==> config.mk <==
export PLATFORM = sky130hd
export DESIGN_NAME = rf_ldst_engine
export DESIGN_NICKNAME = d
export VERILOG_FILES = /design/src/rtl/npu_ldst_pkg.sv /design/src/rtl/rf_ldst_engine.sv
export SDC_FILE = /design/constraint.sdc
export NUM_CORES = 1
export LEC_CHECK = 0
export ABC_AREA = 1
export BUFFER_PORTS_ARGS = -buffer_cell sky130_fd_sc_hd__buf_2
export CAP_MARGIN = 20
export CORE_AREA = 3 3 440 442
export DETAILED_ROUTE_END_ITERATION = 7
export DIE_AREA = 0 0 443 445
export GPL_TIMING_DRIVEN = 0
export HOLD_SLACK_MARGIN = 0.15
export PLACE_DENSITY = 0.34
export SYNTH_ARGS = -nofsm -noshare
export SYNTH_HDL_FRONTEND = slang
export SYNTH_SLANG_ARGS = --single-unit
==> constraint.sdc <==
create_clock -name clk -period 3 [get_ports clk]
set_input_delay 0.6 -clock clk [delete_from_list [all_inputs] [get_ports clk]]
set_output_delay 0.6 -clock clk [all_outputs]
set_load 0.02 [all_outputs]
==> src/rtl/npu_ldst_pkg.sv <==
// npu_ldst_pkg: shared state type and default widths for the RF load/store engine
package npu_ldst_pkg;
    localparam int DEF_DATA_W       = 256;
    localparam int DEF_SDRAM_STRIDE = 32;
    typedef enum logic [2:0] {IDLE, LD_REQ, LD_WAIT, LD_WR, ST_RD, ST_REQ, DONE} state_t;
endpackage

==> src/rtl/rf_ldst_engine.sv <==
// rf_ldst_engine: moves line_num lines between the register file and SDRAM, one memory transaction per line
module rf_ldst_engine
    import npu_ldst_pkg::*;
#(
    parameter int RF_ADDR_W    = 10,
    parameter int LINE_NUM_W   = 8,
    parameter int SDRAM_ADDR_W = 32,
    parameter int DATA_W       = DEF_DATA_W,
    parameter int SDRAM_STRIDE = DEF_SDRAM_STRIDE
) (
    input  logic                    clk,
    input  logic                    rst_n,
    input  logic                    load_start,
    input  logic                    store_start,
    input  logic [RF_ADDR_W-1:0]    rf_addr,
    input  logic [SDRAM_ADDR_W-1:0] sdram_addr,
    input  logic [LINE_NUM_W-1:0]   line_num,
    input  logic                    rf_addr_freeze,
    output logic                    busy,
    output logic                    done,
    output logic                    cmd_err,
    output logic                    rf_we,
    output logic [RF_ADDR_W-1:0]    rf_waddr,
    output logic [DATA_W-1:0]       rf_wdata,
    output logic                    rf_re,
    output logic [RF_ADDR_W-1:0]    rf_raddr,
    input  logic [DATA_W-1:0]       rf_rdata,
    output logic                    mem_req,
    output logic                    mem_we,
    output logic [SDRAM_ADDR_W-1:0] mem_addr,
    output logic [DATA_W-1:0]       mem_wdata,
    input  logic                    mem_gnt,
    input  logic                    mem_rvalid,
    input  logic [DATA_W-1:0]       mem_rdata
);
    state_t                  state;
    logic [RF_ADDR_W-1:0]    rf_cur;
    logic [SDRAM_ADDR_W-1:0] sd_cur;
    logic [LINE_NUM_W-1:0]   cnt;
    logic                    freeze;
    logic [DATA_W-1:0]       data_q;
    logic                    st_first;
    logic                    start;
    logic                    adv;
    logic                    last;
    assign start = load_start | store_start;
    assign adv   = (state == LD_WR) || (state == ST_REQ && mem_gnt);
    assign last  = cnt == LINE_NUM_W'(1);
    always_ff @(posedge clk) begin
        if (!rst_n) begin
            state    <= IDLE;
            rf_cur   <= '0;
            sd_cur   <= '0;
            cnt      <= '0;
            freeze   <= 1'b0;
            data_q   <= '0;
            st_first <= 1'b0;
            cmd_err  <= 1'b0;
        end else begin
            cmd_err  <= (state == IDLE) ? (load_start & store_start) : start;
            st_first <= state == ST_RD;
            if (state == IDLE && start) begin
                rf_cur <= rf_addr;
                sd_cur <= sdram_addr;
                cnt    <= line_num;
                freeze <= rf_addr_freeze;
            end
            if (adv) begin
                cnt    <= cnt - LINE_NUM_W'(1);
                sd_cur <= sd_cur + SDRAM_ADDR_W'(SDRAM_STRIDE);
                if (!freeze)
                    rf_cur <= rf_cur + RF_ADDR_W'(1);
            end
            if (state == LD_WAIT && mem_rvalid)
                data_q <= mem_rdata;
            // RF read data shows up in the first ST_REQ cycle only
            if (st_first)
                data_q <= rf_rdata;
            case (state)
                IDLE:    if (start) state <= (line_num == '0) ? DONE : load_start ? LD_REQ : ST_RD;
                LD_REQ:  if (mem_gnt) state <= LD_WAIT;
                LD_WAIT: if (mem_rvalid) state <= LD_WR;
                LD_WR:   state <= last ? DONE : LD_REQ;
                ST_RD:   state <= ST_REQ;
                ST_REQ:  if (mem_gnt) state <= last ? DONE : ST_RD;
                DONE:    state <= IDLE;
                default: state <= IDLE;
            endcase
        end
    end
    assign busy      = state != IDLE;
    assign done      = state == DONE;
    assign rf_we     = state == LD_WR;
    assign rf_re     = state == ST_RD;
    assign mem_req   = (state == LD_REQ) || (state == ST_REQ);
    assign mem_we    = state == ST_REQ;
    assign mem_addr  = sd_cur;
    assign rf_waddr  = rf_cur;
    assign rf_raddr  = rf_cur;
    assign rf_wdata  = data_q;
    assign mem_wdata = st_first ? rf_rdata : data_q;
endmodule

==> out/qor.tcl, run 1 <==
set qor(outcome) {finished clean}
set qor(final-instance-count-excl-fill) 6411
set qor(postSynth.asyncResetShare) 0
set qor(p_seq_frac) 0.226
set qor(postSynth.topFlopCell) {dfxtp_1}
set qor(totalNegativeSetupSlack_ps) 0
set qor(post-layout-total-power_mw) 31.92
set qor(syn-cell-area_mm2) 0.01655
set qor(syn_avg_cell_area_um2) 6.481
set qor(critPathMaxStageDelay_ps) 390
set qor(post-place-cells) 6214
set qor(r2r_worst_path_depth) 7
set qor(finalWorstPathRequiredPeriod_ps) 2871
set qor(grt_pass1_wl_um) 232000
set qor(start_util) 0.08710
set qor(worstHoldStart) {mem_rdata[174]}
set qor(dp_slack_ps) -1217
set qor(dr.pass1.iters) 5
set qor(crit_top_cell) {nand2_1}
set qor(power_density_over_the_cells_mw_per_mm2) 1101
set qor(setup_slack_ps) 129.5
set qor(synth-seq-area-share) 0.3775
set qor(postSynthCellCount) 2553
set qor(cp-end-kind) {output port}
set qor(global_route.usage.total) 0.1753
set qor(timing.final.setup_violations) 0
set qor(synthTopCellsByCount) {1,213 x nand2_1, 343 x nor2_1, 312 x dfxtp_1}
set qor(power_frac_clock) 0.196
set qor(ys_top_cells_by_area) {dfxtp_1 38%, nand2_1 28%, a311oi_1 13%, nor2_1 7.8%, clkbuf_1 2.2%}
set qor(worstPathRequired_ps) 2400
set qor(io_buffers) 1139
set qor(rr_startpoint) {st_first$_SDFF_PN0_}
set qor(finalInstanceArea_mm2) 0.02899
set qor(fin_nets) 4416
set qor(syn2layout_area_growth_pct) 75.21
set qor(number_of_antenna_violations_at_the_first_check_in_global_routing) 58
set qor(leading_cell_type_by_number_of_instances_after_synthesis) {nand2_1}
set qor(grt_max_degree) 14
set qor(floorplan.rows) 160
set qor(post_synth_edffs) 0
set qor(postRouteAntennaNets) 0
set qor(dr_total_vias) 24220
set qor(yosysTopAreaCell) {dfxtp_1}
set qor(critPathKind) {flop to output port}
set qor(crit_fanout) 10
set qor(h-tree-depth) 2
set qor(placedInstanceArea_mm2) 0.02560
set qor(whs_path_depth) 3
set qor(worst_setup_path_start_kind) {flop}
set qor(finalWirelength_um) 181800
set qor(gp_congestion) 0.9800
set qor(crit_path_top_delay_cell) {dfxtp_4}
set qor(die-area_mm2) 0.1971
set qor(yosys.area.top_type_share) 0.3775
set qor(share_comb_of_total_power) 0.579
set qor(root_buffer) {clkbuf_16}
set qor(internal_power_mw) 14.62
set qor(core_region_area_mm2) 0.1900
set qor(rsz0062_at_grt) {yes}
set qor(place.detailed.hpwl_um) 154500
set qor(timing.rr.end) {rf_wdata[146]$_SDFFE_PN0P_}
set qor(cts_clk_pin_slew_worst_paths_ps) 60
set qor(reported_net_switching_power_mw) 17.30
set qor(crit_arrival_ps) 2270
set qor(fp.dieW_um) 443
set qor(num_io_pins) 1140
set qor(post_route_cells_drive_above_1_share) 0.3640
set qor(finalHoldViolations) 0
set qor(cts_tree) {built}
set qor(cts_bufs_inserted) 49
set qor(max-vdd-ir-drop_v) 0.0004183
set qor(gr-total-overflow) 0
set qor(yosys_register_bits) 312
set qor(drt_drc_violations_left) 0
set qor(drt_first_iter_violations) 1998
set qor(final_core_util) 0.1526
set qor(tightest_slew_margin_relative_to_the_limit) 0.3305
set qor(avgViaCountPerCell) 3.778
set qor(timing.hold.ws_ps) 216.3
set qor(fin_skew_ps) 24.28
set qor(worst_hold_path_type) {input pin to flop}
set qor(route.detailed.wl_per_inst_um) 28.36
set qor(cells_traversed_along_the_worst_timing_path) {buf_12 > clkbuf_16 > clkbuf_4 > nand2_1 > nand2_1 > buf_2}
set qor(timing.max_cap.violations) 0
set qor(yosys_warnings) 0
set qor(yosysUniqueCellTypes) 37
set qor(layout_worst_path_cycle_share) 0.9568
set qor(max_freq_ghz) 0.3484
set qor(postSynthNetCount) 3126
set qor(timing.final.max_slew_violations) 0
set qor(tightest_slew_ps) 1004
set qor(destination_of_the_worst_hold_path) {rf_wdata[174]$_SDFFE_PN0P_}
set qor(power_leakage_nw) 14.63
set qor(power_switching_share) 0.5420
set qor(via_count_of_the_first_global_routing_pass) 23340
set qor(cts_max_path_buffers) 3
set qor(die_h_um) 445
set qor(cts.sink_count) 312
set qor(r2r_slack_ps) 300
set qor(clk-insertion-delay-late_ps) 650
-- power by group through the flow --
stage | clock network [mW] | logic, mW | registers, mW
5_1_grt | 6.65 | 19.7 | 7.37
3_5_place_dp | 0 | 18.1 | 7.23
4_1_cts | 6.54 | 18.9 | 7.16
2_1_floorplan | 0 | 7.46 | 8.42
3_3_place_gp | 0 | 18.0 | 7.19
6_report | 6.25 | 18.5 | 7.20
-- layout make-up --
type / instances / area [µm²]
inverter: 55 / 222.7
timing repair buffer: 1239 / 7029
antenna: 18 / 45.04
clock buffer: 70 / 1425
clock inverter: 20 / 254.0
fill: 22210 / 161000
multi-input combinational: 1987 / 9239
buffer: 199 / 1386
tap: 2511 / 3142
sequential: 312 / 6250
-- flip-flops by register name, indices dropped and copies added (netlist names) --
| name | flops |
|---|---|
| rf_raddr | 10 |
| cmd_err | 1 |
| freeze | 1 |
| st_first | 1 |
| state | 3 |
| mem_addr | 32 |
| rf_wdata | 256 |
| cnt | 8 |
-- what timing repair did --
item                                    in CTS  in global routing
endpoints found under the setup margin     369                  6
endpoints found under the hold margin       79                  0
buffers inserted                             1                  0
pin swaps                                    2                  0
cloned                                       4                  0
resized for setup                          230                  6
hold buffers                                85                  0
-- logic make-up (layout without fill, tap and decap cells) --
logic type               after synthesis  after routing  share of synthesized area
AND/OR/NAND/NOR                     1631           1631                     0.3777
AO/OA/AOI/OAI                        344            344                     0.1667
flip-flops                           312            312                     0.3775
buffers and inverters                254           1583                    0.07085
XOR/XNOR                               8              8                   0.004235
adder cells (fa/ha/maj)                4              4                   0.003025
other                                  0             18                          0
-- layer usage --
metal  vias to the layer above  part of all wire  track usage  routed length, µm
met5                         -           0.00050            0                 91
met4                        14             0.038      0.06072               6966
met3                       212             0.084      0.05309              15300
met2                       999              0.47       0.2954              86190
met1                     11900              0.40       0.2105              73260
li1                      11100                 -            -                  -
-- worst max-delay path by stage --
| stage | cells after the start | from | slack (ps) | to |
|---|---|---|---|---|
| final | 6 | st_first$_SDFF_PN0_ | 130 | mem_wdata[207] |
| after global routing | 8 | st_first$_SDFF_PN0_ | -2 | mem_wdata[110] |
| after CTS | 8 | st_first$_SDFF_PN0_ | -50 | mem_wdata[144] |
| after detailed placement | 8 | st_first$_SDFF_PN0_ | -1220 | mem_wdata[145] |
| after global placement | 6 | rst_n | -2090 | rf_wdata[202]$_SDFFE_PN0P_ |
| after floorplan | 7 | st_first$_SDFF_PN0_ | 1050 | mem_wdata[175] |
-- worst max-delay path: cells and delay by family (launching register included) --
| family | cells | cell delay (ps) |
|---|---|---|
| buf+inv | 4 | 810 |
| simple gates | 2 | 380 |
| flops | 1 | 390 |
-- cells in the final DEF, fill, tap and decap left out, types with 8 or more instances in the layout --
cell           netlist  final
buf_2               61   1132
nand2_4              1      9
nor2_1             343    343
dlygate4sd3_1        0     85
nand3_1             54     54
clkbuf_1            98     67
buf_8                0     14
clkbuf_2             0     14
buf_6                1     18
clkinv_2             0      8
clkbuf_16            0     55
a311oi_1           255    255
diode_2              0     18
a31oi_1             12     12
nand2_1           1213   1185
a21boi_1            10     10
buf_4               36     76
a21oi_1             35     35
dfxtp_1            312    311
o21ai_0             18     18
inv_1               52     52
nand2_2              0     20
clkbuf_4             0     18
clkbuf_8             0     15
Note: power is estimated with default switching activity, not from simulation.
==> run 2, diff against run 1 <==
Settings changed: ABC_AREA 1 to not set, CORE_AREA 3 3 440 442 to 3 3 442 444, DIE_AREA 0 0 443 445 to 0 0 445 447.
==> run 2 against run 1 <==
Net effect:
- maximum frequency shrank 3.0%
- final area grew 4.7%
- largest power group unchanged
- clock skew grew 4.8 ps
- non-clock buffer count shrank 68
- register-to-register slack gained 90 ps
- sequential share of layout area shrank 0.97 points
- count of clock-buffer cells in the layout shrank 5
- via count shrank 9.2%
==> out/qor.tcl, run 2 <==
set qor(outcome) {finished clean}
set qor(cp-end-kind) {output port}
set qor(max-vdd-ir-drop_v) 0.0004405 ;# +5.3%
set qor(synth_mux_area_frac) 0.1488 ;# +0.1488
set qor(grt_pass1_wl_um) 213600 ;# -7.9%
set qor(cts.sink_count) 312 ;# unchanged
set qor(drt_first_iter_violations) 1604 ;# -20%
set qor(final_core_util) 0.1581 ;# +0.005533
set qor(h-tree-depth) 2 ;# unchanged
set qor(core_region_area_mm2) 0.1920 ;# +1.0%
set qor(mostFrequentLayoutCell) {buf_2}
set qor(global_route.usage.total) 0.1614 ;# -0.01391
set qor(tightest_slew_margin_relative_to_the_limit) 0.2922 ;# -0.03834
set qor(place.detailed.hpwl_um) 145900 ;# -5.6%
set qor(yosys_register_bits) 312 ;# unchanged
set qor(dr_total_vias) 21980 ;# -9.2%
set qor(cts_max_path_buffers) 3 ;# unchanged
set qor(synth-seq-area-share) 0.3538 ;# -0.02370
set qor(xor_xnor_share_of_the_synthesized_area) 0.002976 ;# -0.001258
set qor(crit_arrival_ps) 2360 ;# +90 ps
set qor(dr.pass1.iters) 5 ;# unchanged
set qor(timing.max_cap.violations) 0 ;# unchanged
set qor(syn2layout_area_growth_pct) 71.95
set qor(postSynthCellCount) 2339 ;# -8.4%
set qor(power_leakage_nw) 13.09 ;# -11%
set qor(yosysTopAreaCell) {dfxtp_1}
set qor(cts_tree) {built}
set qor(io_buffers) 1138 ;# -0.088%
set qor(cts_bufs_inserted) 47 ;# -4.1%
set qor(via_count_of_the_first_global_routing_pass) 21440 ;# -8.2%
set qor(timing.hold.ws_ps) 217.9 ;# +1.579 ps
set qor(cts_clk_pin_slew_worst_paths_ps) 60 ;# about the same
set qor(post_route_cells_drive_above_1_share) 0.3955 ;# +0.03153
set qor(root_buffer) {clkbuf_16}
set qor(leading_cell_type_by_number_of_instances_after_synthesis) {nand2_1}
set qor(rsz0062_at_grt) {yes}
set qor(yosysUniqueCellTypes) 62 ;# +68%
set qor(crit_fanout) 6 ;# -4
set qor(finalWorstPathRequiredPeriod_ps) 2961 ;# +89.98 ps
set qor(power_density_over_the_cells_mw_per_mm2) 778.9 ;# -29%
set qor(post-layout-total-power_mw) 23.65 ;# -26%
set qor(gp_congestion) 0.9148 ;# -6.7%
set qor(layout.area.seq_mm2) 0.006250 ;# unchanged
set qor(yosys_warnings) 0 ;# unchanged
set qor(largest_family_of_logic_cells_by_synthesized_area) {simple AND/OR/NAND/NOR gates}
set qor(ys_top_cells_by_area) {dfxtp_1 35%, mux2i_1 15%, and2_1 9.2%, o21ai_0 7.6%, o21ai_1 7.4%}
set qor(critPathKind) {flop to output port}
set qor(start_util) 0.09197 ;# +0.004870
set qor(grt_max_degree) 14 ;# unchanged
set qor(postRouteAntennaNets) 0 ;# unchanged
set qor(gr-total-overflow) 0 ;# unchanged
set qor(timing.final.max_slew_violations) 0 ;# unchanged
set qor(clk-insertion-delay-late_ps) 670 ;# +20 ps
set qor(timing.critical_path.to) {mem_wdata[149]}
set qor(finalWirelength_um) 168800 ;# -7.1%
set qor(area_of_combinational_cells_with_multiple_inputs_mm2) 0.009947 ;# +7.7%
set qor(timing.rr.end) {cnt[5]$_SDFFE_PN0P_}
set qor(worst_hold_path_type) {input pin to flop}
set qor(fillCellCount) 22230 ;# +0.054%
set qor(synthTopCellsByCount) {313 x nand2_1, 312 x dfxtp_1, 269 x o21ai_0}
set qor(post_synth_and_or_nand_nor_area_fraction) 0.1967 ;# -0.1810
set qor(yosys.area.top_type_share) 0.3538 ;# -0.02370
set qor(timing.final.setup_violations) 0 ;# unchanged
set qor(syn-cell-area_mm2) 0.01766 ;# +6.7%
set qor(num_io_pins) 1140 ;# unchanged
set qor(postSynthNetCount) 2912 ;# -6.8%
set qor(worstPathRequired_ps) 2400 ;# about the same
set qor(drt_drc_violations_left) 0 ;# unchanged
set qor(finalHoldViolations) 0 ;# unchanged
set qor(tightest_slew_ps) 1062 ;# +57.51 ps
set qor(rr_startpoint) {state[0]$_SDFFE_PN0P_}
set qor(fraction_of_the_mapped_netlist_area_in_compound_gates) 0.1869 ;# +0.02015
set qor(fp.dieW_um) 445 ;# +0.45%
set qor(die-area_mm2) 0.1989 ;# +0.90%
set qor(max_freq_ghz) 0.3378 ;# -3.0%
set qor(post_synth_edffs) 0 ;# unchanged
set qor(number_of_antenna_violations_at_the_first_check_in_global_routing) 28 ;# -52%
set qor(layout_worst_path_cycle_share) 0.9868 ;# +0.02999
set qor(r2r_worst_path_depth) 7 ;# unchanged
set qor(route.detailed.wl_per_inst_um) 27.41 ;# -3.3%
set qor(crit_path_start) {st_first$_SDFF_PN0_}
set qor(floorplan.rows) 161 ;# +0.63%
set qor(fin_skew_ps) 29.07 ;# +4.790 ps
set qor(mostFrequentLayoutCells) {1,019 x buf_2, 311 x nand2_1, 311 x dfxtp_1}
set qor(final-instance-count-excl-fill) 6159 ;# -3.9%
set qor(largest_reg_flops) 256 ;# unchanged
set qor(synth-adder-area-share) 0.003402 ;# +0.0003770
set qor(postSynth.topFlopCell) {dfxtp_1}
set qor(die_h_um) 447 ;# +0.45%
set qor(fin_nets) 4155 ;# -5.9%
set qor(r2r_slack_ps) 390 ;# +90 ps
set qor(syn_avg_cell_area_um2) 7.548 ;# +16%
set qor(avgViaCountPerCell) 3.569 ;# -5.5%
set qor(postSynth.asyncResetShare) 0 ;# unchanged
set qor(worst_setup_path_start_kind) {flop}
set qor(post-place-cells) 6020 ;# -3.1%
## run 2: cell count changes in the layout (fill, tap and decap cells not counted), sizes merged, moves of 12 or more
cell / before / now
inv: 56 / 264
and2: 1 / 261
nor2: 344 / 30
a311oi: 255 / 1
nand3: 54 / 33
clkbuf: 169 / 194
o21ai: 22 / 529
buf: 1252 / 1222
a21boi: 13 / 1
nand2: 1214 / 313
mux2i: 0 / 258
dlygate4sd3: 85 / 19
## run 2: worst min path at each step
stage / startpoint / cells after the start / end
final: sdram_addr[24] / 3 / mem_addr[24]$_SDFFE_PN0P_
after global routing: sdram_addr[24] / 3 / mem_addr[24]$_SDFFE_PN0P_
after CTS: sdram_addr[24] / 3 / mem_addr[24]$_SDFFE_PN0P_
after detailed placement: mem_addr[2]$_SDFFE_PN0P_ / 2 / mem_addr[2]$_SDFFE_PN0P_
after global placement: mem_addr[4]$_SDFFE_PN0P_ / 2 / mem_addr[4]$_SDFFE_PN0P_
after floorplan: freeze$_SDFFE_PN0P_ / 2 / freeze$_SDFFE_PN0P_
## run 2: what timing repair did
action,CTS,global route
endpoints found under the hold margin,19,0
hold buffers,19,0
setup endpoints to repair,375,83
gates resized for setup,455,68
cloned,6,0
setup buffers,13,2
pin swaps,2,3
## run 2: layout make-up
class	instances	share of cell area
clock inverters	20	0.008614
repair buffers	1195	0.2298
flip-flops and latches	312	0.2059
well taps	2526	0.1041
diodes	15	0.001236
clock buffers	65	0.04496
plain buffers	175	0.04529
multi-input cells	1588	0.3276
inverters	263	0.03252
## run 2: where the power goes
part,internal [mW],switching [mW]
Combinational,4.09,7.55
Sequential,4.98,0.964
Clock,3.54,2.52
Total,12.6,11.0
## run 2: cell families after synthesis
kind of cell,count (synthesis)
simple gates,692
buf+inv,439
compound gates,623
fa+ha+maj,5
xor+xnor,6
flops,312
mux,262
## run 2: critical path, cell delays in order (launching register included)
cell and delay [ps]:
dfxtp_4 380, clkbuf_16 190, clkbuf_16 170, clkbuf_16 180, clkbuf_16 180, o21ai_0 310
buf_2 260
## run 2: per-layer routing
metal / part of all wire / up-vias / track usage
li1: - / 10300 / -
met1: 0.40 / 10730 / 0.1889
met2: 0.49 / 796 / 0.2774
met3: 0.096 / 144 / 0.06289
met4: 0.021 / 10 / 0.03472
met5: 0.00034 / - / 0
## run 2: per-stage QoR
stage                     area [µm²]  setup TNS [ps]  worst slack, ps
after CTS                      30130           -2934           -134.0
after global routing           30340           -1639           -73.87
after detailed placement       26820         -266730            -1781
after floorplan                17660               0            790.1
after global placement         26510         -579400            -3258
final                          30360               0            39.50
==> run 3, diff against run 2 <==
Settings changed: CELL_PAD_IN_SITES_DETAIL_PLACEMENT set to 1, CELL_PAD_IN_SITES_GLOBAL_PLACEMENT set to 1, CORE_AREA 3 3 442 444 to 3 3 448 450, DIE_AREA 0 0 445 447 to 0 0 451 453, PLACE_DENSITY 0.34 to 0.41.
==> run 3 against run 2 <==
Net effect:
- sequential share of layout area is 0.34 points lower
- hold slack better by 16 ps
- via count is 1.1% higher
- critical endpoint is now mem_wdata[156]
- largest power group unchanged
- combinational power is 3% higher
- worst setup slack better by 62 ps
- count of clock-buffer cells in the layout is 15 higher
- flip-flop and latch count stayed put
- clock skew is 12 ps lower
- global-route usage is 0.46 points higher
- cell count is 1.8% higher
- non-clock buffer count is 8 lower
- first-iteration DRC count is 27% lower
==> out/qor.tcl, run 3 (synthesized netlist as in run 2, its figures left out) <==
set qor(crit_arrival_ps) 2300 ;# -60 ps
set qor(dr.pass1.iters) 7 ;# +2
set qor(postRouteAntennaNets) 0 ;# unchanged
set qor(cts_clk_pin_slew_worst_paths_ps) 60 ;# about the same
set qor(gp_congestion) 0.9319 ;# +1.9%
set qor(root_buffer) {clkbuf_16}
set qor(timing.max_cap.violations) 0 ;# unchanged
set qor(via_count_of_the_first_global_routing_pass) 22980 ;# +7.2%
set qor(whs_path_depth) 3 ;# unchanged
set qor(setup_slack_ps) 101.7 ;# +62.20 ps
set qor(max_freq_ghz) 0.3450 ;# +2.1%
set qor(global_route.usage.total) 0.1661 ;# +0.004642
set qor(core_region_area_mm2) 0.1970 ;# +2.6%
set qor(tightest_slew_ps) 982.1 ;# -79.63 ps
set qor(largest_reg_flops) 256 ;# unchanged
set qor(io_buffers) 1138 ;# unchanged
set qor(r2r_worst_path_depth) 5 ;# -2
set qor(grt_pass1_wl_um) 227600 ;# +6.6%
set qor(drt_first_iter_violations) 1174 ;# -27%
set qor(gr-total-overflow) 0 ;# unchanged
set qor(num_io_pins) 1140 ;# unchanged
set qor(destination_of_the_worst_hold_path) {freeze$_SDFFE_PN0P_}
set qor(cts_tree) {built}
set qor(outcome) {finished clean}
set qor(rr_startpoint) {st_first$_SDFF_PN0_}
set qor(finalWirelength_um) 178300 ;# +5.6%
set qor(crit_top_cell) {clkbuf_16}
set qor(finalHoldViolations) 0 ;# unchanged
set qor(power_leakage_nw) 13.29 ;# +1.5%
set qor(final_core_util) 0.1567 ;# -0.001445
set qor(rsz0062_at_grt) {yes}
set qor(tightest_slew_margin_relative_to_the_limit) 0.3453 ;# +0.05309
set qor(dp_slack_ps) -2213 ;# -432.2 ps
set qor(timing.final.setup_violations) 0 ;# unchanged
set qor(r2r_slack_ps) 310 ;# -80 ps
set qor(die_h_um) 453 ;# +1.3%
set qor(post_route_cells_drive_above_1_share) 0.4079 ;# +0.01234
set qor(floorplan.rows) 163 ;# +1.2%
set qor(number_of_antenna_violations_at_the_first_check_in_global_routing) 55 ;# +96%
set qor(start_util) 0.08962 ;# -0.002351
set qor(route.detailed.wl_per_inst_um) 28.43 ;# +3.7%
set qor(avgViaCountPerCell) 3.546 ;# -0.65%
set qor(fp.dieW_um) 451 ;# +1.3%
set qor(clk-insertion-delay-late_ps) 650 ;# -20 ps
set qor(crit_fanout) 10 ;# +4
set qor(dr_total_vias) 22230 ;# +1.1%
set qor(mostFrequentLayoutCells) {1,011 x buf_2, 311 x dfxtp_1, 298 x o21ai_1}
set qor(finalWorstPathRequiredPeriod_ps) 2898 ;# -62.20 ps
set qor(fin_nets) 4149 ;# -0.14%
set qor(h-tree-depth) 2 ;# unchanged
set qor(power_density_over_the_cells_mw_per_mm2) 779.6 ;# about the same
set qor(worstPathRequired_ps) 2400 ;# about the same
set qor(post-layout-total-power_mw) 24.07 ;# +1.8%
set qor(grt_max_degree) 14 ;# unchanged
set qor(drt_drc_violations_left) 0 ;# unchanged
set qor(crit_path_top_delay_cell) {dfxtp_4}
set qor(cts_max_path_buffers) 3 ;# unchanged
set qor(worstHoldStart) {rf_addr_freeze}
set qor(timing.final.max_slew_violations) 0 ;# unchanged
set qor(cells_traversed_along_the_worst_timing_path) {clkbuf_16 > buf_16 > clkbuf_16 > clkbuf_16 > o21ai_4 > buf_6}
set qor(critPathKind) {flop to output port}
set qor(fin_skew_ps) 16.71 ;# -12.36 ps
set qor(cp-end-kind) {output port}
set qor(die-area_mm2) 0.2043 ;# +2.7%
set qor(max-vdd-ir-drop_v) 0.0003938 ;# -11%
set qor(syn2layout_area_growth_pct) 74.85
set qor(worst_hold_path_type) {input pin to flop}
set qor(cts_bufs_inserted) 49 ;# +4.3%
set qor(place.detailed.hpwl_um) 153000 ;# +4.9%
set qor(cts.sink_count) 312 ;# unchanged
set qor(layout_worst_path_cycle_share) 0.9661 ;# -0.02073
set qor(timing.rr.end) {rf_wdata[226]$_SDFFE_PN0P_}
set qor(critPathMaxStageDelay_ps) 410 ;# +30 ps
set qor(mostFrequentLayoutCell) {buf_2}
set qor(worst_setup_path_start_kind) {flop}
[run 3: cell count changes in the layout (fill, tap and decap cells not counted), moves of 13 or more]
cell       change
o21ai_2       +29
nand2_1       -26
o21ai_0       -24
buf_6         +22
clkbuf_16     +15
buf_4         -13
nand2_2       +13
nand2_4       +13
[run 3: final cells by class]
cell class | instances | area [µm²]
Antenna cell | 16 | 40.04
Buffer | 175 | 1496
Clock buffer | 80 | 1514
Clock inverter | 9 | 125.1
Fill cell | 23840 | 166100
Inverter | 263 | 987.2
Multi-Input combinational cell | 1588 | 10160
Sequential cell | 312 | 6250
Tap cell | 2640 | 3303
Timing Repair Buffer | 1187 | 6992
[run 3: worst max-delay path: cells and delay by family (launching register included)]
family          cells  cell delay (ps)
flops               1              410
compound gates      1              270
buf+inv             5              910
[run 3: how the worst max path moves through the flow]
stage                      to  cells past startpoint           startpoint
3_5_place_dp   mem_wdata[149]                      7  st_first$_SDFF_PN0_
6_report       mem_wdata[156]                      6  st_first$_SDFF_PN0_
5_1_grt        mem_wdata[201]                      7  st_first$_SDFF_PN0_
4_1_cts        mem_wdata[207]                      8  st_first$_SDFF_PN0_
3_3_place_gp   mem_wdata[203]                      6  st_first$_SDFF_PN0_
2_1_floorplan  mem_wdata[135]                      5  st_first$_SDFF_PN0_
[run 3: routing by layer]
metal  global-route usage  wire length (µm)
met2               0.2907             88670
met1               0.1886             69700
met4              0.04511              4516
met5                    0                96
met3              0.06149             15280
[run 3: through the flow]
step	hold slack [ps]	instance area, µm²	std cells	setup TNS, ps
after CTS	152.4	30810	6254	-10900
after global placement	444.8	26650	6117	-708140
final	233.7	30870	6270	0
after global routing	186.6	30860	6264	-198.7
after detailed placement	449.3	26870	6130	-412860
after floorplan	431.2	17660	2339	0
[run 3: power breakdown]
group,internal (mW),switching (mW),leakage (nW)
Combinational,4.22,7.79,9.94
Clock,3.60,2.54,0.807
Sequential,4.98,0.933,2.54
Total,12.8,11.3,13.3
[run 3: repair_timing]
action	4_1_cts	5_1_grt
hold buffers	18	0
setup endpoints to repair	494	107
setup buffers	11	2
gates cloned	6	1
hold endpoints to repair	18	0
pin swaps	1	1
gates resized for setup	638	18
